--- src/rtl/k007232_bus_writer_if.sv ---
// Request handshake and K007232 CPU-bus pins of the bus writer.
// slave = the writer block itself, master = the CPU glue / bench that feeds it.
interface k007232_bus_writer_if;
    logic       i_REQ_VALID;
    logic       o_REQ_READY;
    logic [3:0] i_REQ_ADDR;
    logic [7:0] i_REQ_DATA;
    logic       o_BUSY;
    logic       o_DACS_n;
    logic       o_WR_n;
    logic [3:0] o_AB;
    logic [7:0] o_DB;
    logic       o_DB_OE;

    modport slave (
        input  i_REQ_VALID, i_REQ_ADDR, i_REQ_DATA,
        output o_REQ_READY, o_BUSY, o_DACS_n, o_WR_n, o_AB, o_DB, o_DB_OE
    );

    modport master (
        output i_REQ_VALID, i_REQ_ADDR, i_REQ_DATA,
        input  o_REQ_READY, o_BUSY, o_DACS_n, o_WR_n, o_AB, o_DB, o_DB_OE
    );
endinterface

--- src/rtl/k007232_bus_writer.sv ---
// Queued register-write initiator for the K007232 CPU bus, edges placed on phiM enables.
// Optional K007232_BUSW_SHADOW_EN adds a readable 16x8 copy of every register written.
module k007232_bus_writer #(
    parameter int unsigned DEPTH = 4,
    parameter int unsigned GAP   = 1
) (
    input  logic                       i_EMUCLK,
    input  logic                       i_RST_n,
    input  logic                       i_PCEN,
    input  logic                       i_NCEN,
    k007232_bus_writer_if.slave        bus
`ifdef K007232_BUSW_SHADOW_EN
    ,
    input  logic [3:0]                 i_SHADOW_ADDR,
    output logic [7:0]                 o_SHADOW_Q
`endif
);

    localparam int unsigned AW    = $clog2(DEPTH);
    localparam logic [7:0]  GAP_L = 8'(GAP);

    typedef enum logic [2:0] {
        IDLE  = 3'd0,
        CS    = 3'd1,
        DAT   = 3'd2,
        WRL   = 3'd3,
        HOLD  = 3'd4,
        REL   = 3'd5,
        FLT   = 3'd6,
        GAP_W = 3'd7
    } state_t;

    state_t        state_r;
    logic [AW:0]   wr_ptr_r;
    logic [AW:0]   rd_ptr_r;
    logic [AW:0]   wr_ptr_nxt_s;
    logic [AW:0]   rd_ptr_nxt_s;
    logic [11:0]   mem_r [DEPTH];
    logic [11:0]   head_s;
    logic          pcen_s;
    logic          ncen_s;
    logic          push_s;
    logic          pop_s;
    logic          empty_s;
    logic          full_nxt_s;
    logic          idle_nxt_s;
    logic          ready_r;
    logic          busy_r;
    logic          dacs_n_r;
    logic          wr_n_r;
    logic          db_oe_r;
    logic [3:0]    ab_r;
    logic [7:0]    db_r;
    logic [7:0]    data_r;
    logic [7:0]    gap_cnt_r;

    // Strobe qualification, FIFO next-pointer math and next-state idle prediction
    always_comb begin
        pcen_s       = i_PCEN;
        ncen_s       = i_NCEN & ~i_PCEN;
        empty_s      = (wr_ptr_r == rd_ptr_r);
        head_s       = mem_r[rd_ptr_r[AW-1:0]];
        push_s       = bus.i_REQ_VALID & ready_r;
        pop_s        = (state_r == IDLE) & pcen_s & ~empty_s;
        wr_ptr_nxt_s = push_s ? (wr_ptr_r + {{AW{1'b0}}, 1'b1}) : wr_ptr_r;
        rd_ptr_nxt_s = pop_s  ? (rd_ptr_r + {{AW{1'b0}}, 1'b1}) : rd_ptr_r;
        full_nxt_s   = (wr_ptr_nxt_s[AW] != rd_ptr_nxt_s[AW]) &&
                       (wr_ptr_nxt_s[AW-1:0] == rd_ptr_nxt_s[AW-1:0]);
        // busy must fall on the very edge that returns the FSM to IDLE
        case (state_r)
            IDLE:    idle_nxt_s = ~pop_s;
            FLT:     idle_nxt_s = pcen_s & (GAP_L == 8'd0);
            GAP_W:   idle_nxt_s = pcen_s & (gap_cnt_r <= 8'd1);
            default: idle_nxt_s = 1'b0;
        endcase
    end

    // Request FIFO storage
    always_ff @(posedge i_EMUCLK or negedge i_RST_n) begin
        if (!i_RST_n) begin
            for (int i = 0; i < int'(DEPTH); i++) begin
                mem_r[i] <= 12'd0;
            end
        end else if (push_s) begin
            mem_r[wr_ptr_r[AW-1:0]] <= {bus.i_REQ_ADDR, bus.i_REQ_DATA};
        end
    end

    // FIFO pointers plus registered ready/busy flags
    always_ff @(posedge i_EMUCLK or negedge i_RST_n) begin
        if (!i_RST_n) begin
            wr_ptr_r <= '0;
            rd_ptr_r <= '0;
            ready_r  <= 1'b1;
            busy_r   <= 1'b0;
        end else begin
            wr_ptr_r <= wr_ptr_nxt_s;
            rd_ptr_r <= rd_ptr_nxt_s;
            ready_r  <= ~full_nxt_s;
            busy_r   <= (wr_ptr_nxt_s != rd_ptr_nxt_s) | ~idle_nxt_s;
        end
    end

    // Bus sequencer: each state advances only on its own phiM strobe
    always_ff @(posedge i_EMUCLK or negedge i_RST_n) begin
        if (!i_RST_n) begin
            state_r   <= IDLE;
            dacs_n_r  <= 1'b1;
            wr_n_r    <= 1'b1;
            db_oe_r   <= 1'b0;
            ab_r      <= 4'd0;
            db_r      <= 8'd0;
            data_r    <= 8'd0;
            gap_cnt_r <= 8'd0;
        end else begin
            case (state_r)
                IDLE: begin
                    if (pop_s) begin
                        ab_r    <= head_s[11:8];
                        data_r  <= head_s[7:0];
                        state_r <= CS;
                    end
                end
                CS: begin
                    if (ncen_s) begin
                        dacs_n_r <= 1'b0;
                        state_r  <= DAT;
                    end
                end
                DAT: begin
                    if (pcen_s) begin
                        db_r    <= data_r;
                        db_oe_r <= 1'b1;
                        state_r <= WRL;
                    end
                end
                WRL: begin
                    if (ncen_s) begin
                        wr_n_r  <= 1'b0;
                        state_r <= HOLD;
                    end
                end
                HOLD: begin
                    if (pcen_s) begin
                        state_r <= REL;
                    end
                end
                REL: begin
                    if (ncen_s) begin
                        wr_n_r   <= 1'b1;
                        dacs_n_r <= 1'b1;
                        state_r  <= FLT;
                    end
                end
                FLT: begin
                    if (pcen_s) begin
                        db_oe_r   <= 1'b0;
                        db_r      <= 8'd0;
                        gap_cnt_r <= GAP_L;
                        state_r   <= (GAP_L == 8'd0) ? IDLE : GAP_W;
                    end
                end
                GAP_W: begin
                    if (pcen_s) begin
                        gap_cnt_r <= gap_cnt_r - 8'd1;
                        if (gap_cnt_r <= 8'd1) begin
                            state_r <= IDLE;
                        end
                    end
                end
                default: begin
                    state_r  <= IDLE;
                    dacs_n_r <= 1'b1;
                    wr_n_r   <= 1'b1;
                    db_oe_r  <= 1'b0;
                    db_r     <= 8'd0;
                end
            endcase
        end
    end

`ifdef K007232_BUSW_SHADOW_EN
    logic [7:0] shadow_r [16];

    // Shadow copy captured on the same strobe that pulls WR_n low
    always_ff @(posedge i_EMUCLK or negedge i_RST_n) begin
        if (!i_RST_n) begin
            for (int i = 0; i < 16; i++) begin
                shadow_r[i] <= 8'd0;
            end
        end else if ((state_r == WRL) && ncen_s) begin
            shadow_r[ab_r] <= data_r;
        end
    end

    assign o_SHADOW_Q = shadow_r[i_SHADOW_ADDR];
`endif

    assign bus.o_REQ_READY = ready_r;
    assign bus.o_BUSY      = busy_r;
    assign bus.o_DACS_n    = dacs_n_r;
    assign bus.o_WR_n      = wr_n_r;
    assign bus.o_AB        = ab_r;
    assign bus.o_DB        = db_r;
    assign bus.o_DB_OE     = db_oe_r;

endmodule

--- src/flat_wrapper.sv ---
// flat-port wrapper written by rule: the top's interface ports become plain ports
module k007232_bus_writer_flat 
#(
    parameter int unsigned DEPTH = 4,
    parameter int unsigned GAP   = 1
)
  (i_EMUCLK, i_RST_n, i_PCEN, i_NCEN, bus_i_REQ_VALID, bus_i_REQ_ADDR, bus_i_REQ_DATA, bus_o_REQ_READY, bus_o_BUSY, bus_o_DACS_n, bus_o_WR_n, bus_o_AB, bus_o_DB, bus_o_DB_OE);
  k007232_bus_writer_if bus_i ();
  input  logic i_EMUCLK;
  input  logic i_RST_n;
  input  logic i_PCEN;
  input  logic i_NCEN;
  input wire logic [$bits(bus_i.i_REQ_VALID)-1:0] bus_i_REQ_VALID;
  input wire logic [$bits(bus_i.i_REQ_ADDR)-1:0] bus_i_REQ_ADDR;
  input wire logic [$bits(bus_i.i_REQ_DATA)-1:0] bus_i_REQ_DATA;
  output wire logic [$bits(bus_i.o_REQ_READY)-1:0] bus_o_REQ_READY;
  output wire logic [$bits(bus_i.o_BUSY)-1:0] bus_o_BUSY;
  output wire logic [$bits(bus_i.o_DACS_n)-1:0] bus_o_DACS_n;
  output wire logic [$bits(bus_i.o_WR_n)-1:0] bus_o_WR_n;
  output wire logic [$bits(bus_i.o_AB)-1:0] bus_o_AB;
  output wire logic [$bits(bus_i.o_DB)-1:0] bus_o_DB;
  output wire logic [$bits(bus_i.o_DB_OE)-1:0] bus_o_DB_OE;
  assign bus_i.i_REQ_VALID = bus_i_REQ_VALID;
  assign bus_i.i_REQ_ADDR = bus_i_REQ_ADDR;
  assign bus_i.i_REQ_DATA = bus_i_REQ_DATA;
  assign bus_o_REQ_READY = bus_i.o_REQ_READY;
  assign bus_o_BUSY = bus_i.o_BUSY;
  assign bus_o_DACS_n = bus_i.o_DACS_n;
  assign bus_o_WR_n = bus_i.o_WR_n;
  assign bus_o_AB = bus_i.o_AB;
  assign bus_o_DB = bus_i.o_DB;
  assign bus_o_DB_OE = bus_i.o_DB_OE;
  k007232_bus_writer #(.DEPTH(DEPTH), .GAP(GAP)) u_core (.i_EMUCLK(i_EMUCLK), .i_RST_n(i_RST_n), .i_PCEN(i_PCEN), .i_NCEN(i_NCEN), .bus(bus_i));
endmodule
--- config.mk ---
export PLATFORM = sky130hd
export DESIGN_NAME = k007232_bus_writer_flat
export DESIGN_NICKNAME = d
export VERILOG_FILES = /design/src/rtl/k007232_bus_writer_if.sv /design/src/rtl/k007232_bus_writer.sv /design/src/flat_wrapper.sv
export SDC_FILE = /design/constraint.sdc
export NUM_CORES = 1
export LEC_CHECK = 0
export BUFFER_PORTS_ARGS = -buffer_cell sky130_fd_sc_hd__buf_2
export CAP_MARGIN = 20
export CORE_ASPECT_RATIO = 1.2
export CORE_MARGIN = 2
export CORE_UTILIZATION = 59
export DETAILED_ROUTE_END_ITERATION = 8
export PLACE_DENSITY = 0.88
export SLEW_MARGIN = 20
export SYNTH_ARGS = -nofsm -noshare
export SYNTH_HDL_FRONTEND = slang
export SYNTH_SLANG_ARGS = --single-unit
--- constraint.sdc ---
create_clock -name i_EMUCLK -period 2.3 [get_ports i_EMUCLK]
set_clock_uncertainty 0.2 [all_clocks]
set_input_delay 0.115 -clock i_EMUCLK [delete_from_list [all_inputs] [get_ports i_EMUCLK]]
set_output_delay 0.115 -clock i_EMUCLK [all_outputs]
set_load 0.1 [all_outputs]
==> impl_results.md <==
* Minimum clock period at 2.10 ns
* Die width at 79.4 um
* Crit-path max FO at 10
* Final Hold Viols at 0
* Slew of the pin with the lowest slew margin at 0.540 ns
* Via count at 2467
* First-pass GRT wire length at 12.3 mm
* Max incr delay on CP at 0.49 ns
* DRC at 0
* Final setup viols at 0
* Seq/Total Area, Yosys at 0.561
* Max VDD drop at 0.00110 V
* Detailed Routing Iterations Pass 1 at 4
* Rel. slew slack at 0.640
* CP Cell Sequence: nor3_1 -> o311a_1 -> mux2_4 -> xnor2_2 -> o2111ai_1
* Post-cts resize count at 0
* Clk Latency, worst-skew pair at 0.36 ns
* Gp weighted congestion at 0.839
* Initial Util at 0.616
* CTS H-Tree Depth at 3
* Final net count at 376
* Die ar. at 0.00750 mm2
* Min-delay worst type: input pin to async pin
* Crit path capture: u_core.bus.o_BUSY
* Syn Nets at 318
* Cells after Synth at 294
* Drt initial violations at 98
* Vertical die dimension at 94.5 um
* Fin cells at 442
* Power Density at 1550 mW/mm2
* RSZ-0062 raised after global routing: false
* Vias/cell at 5.58
* CP arrival at 2.13 ns
* Reg2reg path depth at 5
* Worst EP required at 2.33 ns
* CTS Root Cell: clkbuf_8
* Reg-to-reg endpoint: u_core.bus.o_BUSY
* Placement row count at 32
* Placeable Area at 0.00653 mm2
* ANT cells at 0
* Placed cells at 410
* MaxCap Viol Count at 0
* Routed Antenna Nets at 0
* Crit-path slowest cell: dfrtp_1
* Yosys Warn Count at 0
* Mean Syn Cell Area at 13.7 um2
* F_max at 476 MHz
* Vias in the first global route at 2521
* Setup bufs post-CTS at 0
* Clock slew at reported path FFs at 0.09 ns
* Startpoint Class: flip-flop
* Filler cells at 439
* Fin area at 0.00469 mm2
* Area leader, netlist: dfrtp_1
* Pin count of the biggest net entering global routing at 50
* Clock sinks at 90
* Hold_buf cts at 16
* DP Area at 0.00433 mm2
* Setup crit end kind: flip-flop
* Detail Placement HPWL at 4.95 mm
* Yosys cell types at 37
* Initial antenna violation count at 0
* Outcome: complete, no violations
* All-layer global routing usage at 0.220
* FF-to-FF Start: u_core.state_r[0]
* CTS tree: built
* Sum of negative setup slack at 0 ns
* Area grow syn2layout at 16.6%
* Reg2reg setup slack at 0.20 ns
* Yosys top cell area share at 0.541
* Layout cells sized above 1 at 0.392
* Fin crit share at 0.913
* P_leak at 2.10 nW
* Count of input and output buffers at 33
* Final Max Slew Viols at 0
* Syn Std Cell Area at 0.00402 mm2
* CTS buffer count at 9
* Per-cell routed wire length at 16.8 um
* Longest Clk Path Bufs at 2
* #FFs+latches synth at 90
* IO Count at 34
* Leading post-synthesis cells by cell area: dfrtp_1 54%, mux2_2 17%, mux4_2 6.2%
* Overall overflow remaining after global route at 0
* Setup CP Type: flip-flop to flip-flop
* Setup crit start: u_core.state_r[0]
* Final wirelength at 7.41 mm
## how the worst min path moves through the flow
stage,startpoint,endpoint,cells past startpoint
after floorplan,i_RST_n,u_core.bus.o_AB[0],0
after global placement,i_RST_n,u_core.gap_cnt_r[4],1
after detailed placement,i_RST_n,u_core.gap_cnt_r[4],1
after CTS,i_RST_n,u_core.gap_cnt_r[0],2
after global routing,i_RST_n,u_core.gap_cnt_r[4],2
final,i_RST_n,u_core.gap_cnt_r[4],2
## area by class of cell
| type | count | area (um2) | area share |
|---|---|---|---|
| clock buffer | 10 | 138 | 0.0293 |
| clock inverter | 6 | 65.1 | 0.0139 |
| inverter | 6 | 22.5 | 0.00480 |
| multi-input combinational | 184 | 1670 | 0.357 |
| sequential | 90 | 2260 | 0.481 |
| tap | 85 | 106 | 0.0227 |
| timing repair buffer | 61 | 430 | 0.0918 |
## cells in the final DEF (no fill, tap or decap), types with 3 or more instances in the layout
cell type      instances
dfrtp_1               87
mux2_2                62
buf_2                 32
nand2_1               24
dlygate4sd3_1         16
o21ai_0               12
buf_4                 12
nor2_1                11
mux4_2                11
clkbuf_8              10
nand3_1                9
xor2_1                 8
xnor2_1                7
nor3_1                 7
ha_1                   7
inv_1                  4
nor2b_1                3
o31ai_1                3
dfstp_2                3
## flip-flops by register name, indices dropped and copies added, names as in the netlist
name	flops
u_core.mem_r	48
u_core.bus.o_DB	8
u_core.data_r	8
u_core.gap_cnt_r	8
u_core.bus.o_AB	4
u_core.rd_ptr_r	3
u_core.state_r	3
u_core.wr_ptr_r	3
u_core.bus.o_BUSY	1
u_core.bus.o_DACS_n	1
u_core.bus.o_DB_OE	1
u_core.bus.o_REQ_READY	1
u_core.bus.o_WR_n	1
## synthesized netlist by cell type
cell type	count
dfrtp_1	87
a21o_1	1
clkbuf_1	6
nor4b_1	1
ha_1	7
a31oi_1	2
o31ai_1	3
nor2b_1	3
o211a_1	1
mux2_4	1
o211ai_1	1
xnor2_1	7
inv_1	4
clkinv_1	2
and3_1	1
mux4_2	11
xor2_2	1
buf_1	3
o21ai_0	12
buf_2	3
nor3_1	7
o2111ai_1	1
nand2_1	24
nand2b_1	2
mux4_1	1
a22o_1	1
xor2_1	8
o311a_1	1
mux2_2	62
nand3_1	9
xnor2_2	1
a21oi_1	1
buf_6	2
and4_1	1
nor2_1	11
nand3b_1	2
dfstp_2	3
## per-stage QoR
step	utilization	worst slack, ns	power [W]	hold slack, ns
after floorplan	-	0.182	0.00544	-0.381
after global placement	0.663	0.311	0.00600	-0.0728
after detailed placement	0.663	0.206	0.00618	-0.0675
after CTS	0.719	0.186	0.00730	0.0907
after global routing	0.719	0.0366	0.00766	0.132
final	0.719	0.200	0.00726	0.0772
## power by group
| group | internal, W | switching (W) | total [W] |
|---|---|---|---|
| registers | 0.00235 | 0.000461 | 0.00281 |
| clock network | 0.000534 | 0.000567 | 0.00110 |
| logic | 0.00145 | 0.00190 | 0.00335 |
## logic make-up after synthesis
| group | Yosys count | synth area share |
|---|---|---|
| xor+xnor | 17 | 0.0407 |
| buf+inv | 20 | 0.0233 |
| flops | 90 | 0.561 |
| fa+ha+maj | 7 | 0.0218 |
| compound gates | 24 | 0.0379 |
| simple gates | 61 | 0.0700 |
| mux | 75 | 0.245 |
## layer usage
metal | global-route usage | part of all wire | wire length (um)
met1 | 0.288 | 0.46 | 3410
met2 | 0.350 | 0.49 | 3610
met3 | 0.0363 | 0.030 | 222
met4 | 0.132 | 0.021 | 159
met5 | 0 | 0 | 0
## critical path: cells and delay by family, from the launching register on
kind | cells | cell delay, ns
and+or+nand+nor | 1 | 0.30
DFF | 1 | 0.49
AOI/OAI and AO/OA | 2 | 0.47
muxes | 1 | 0.35
xor gates and xnor gates | 1 | 0.16
No activity file was read; power rests on OpenSTA's default activity.
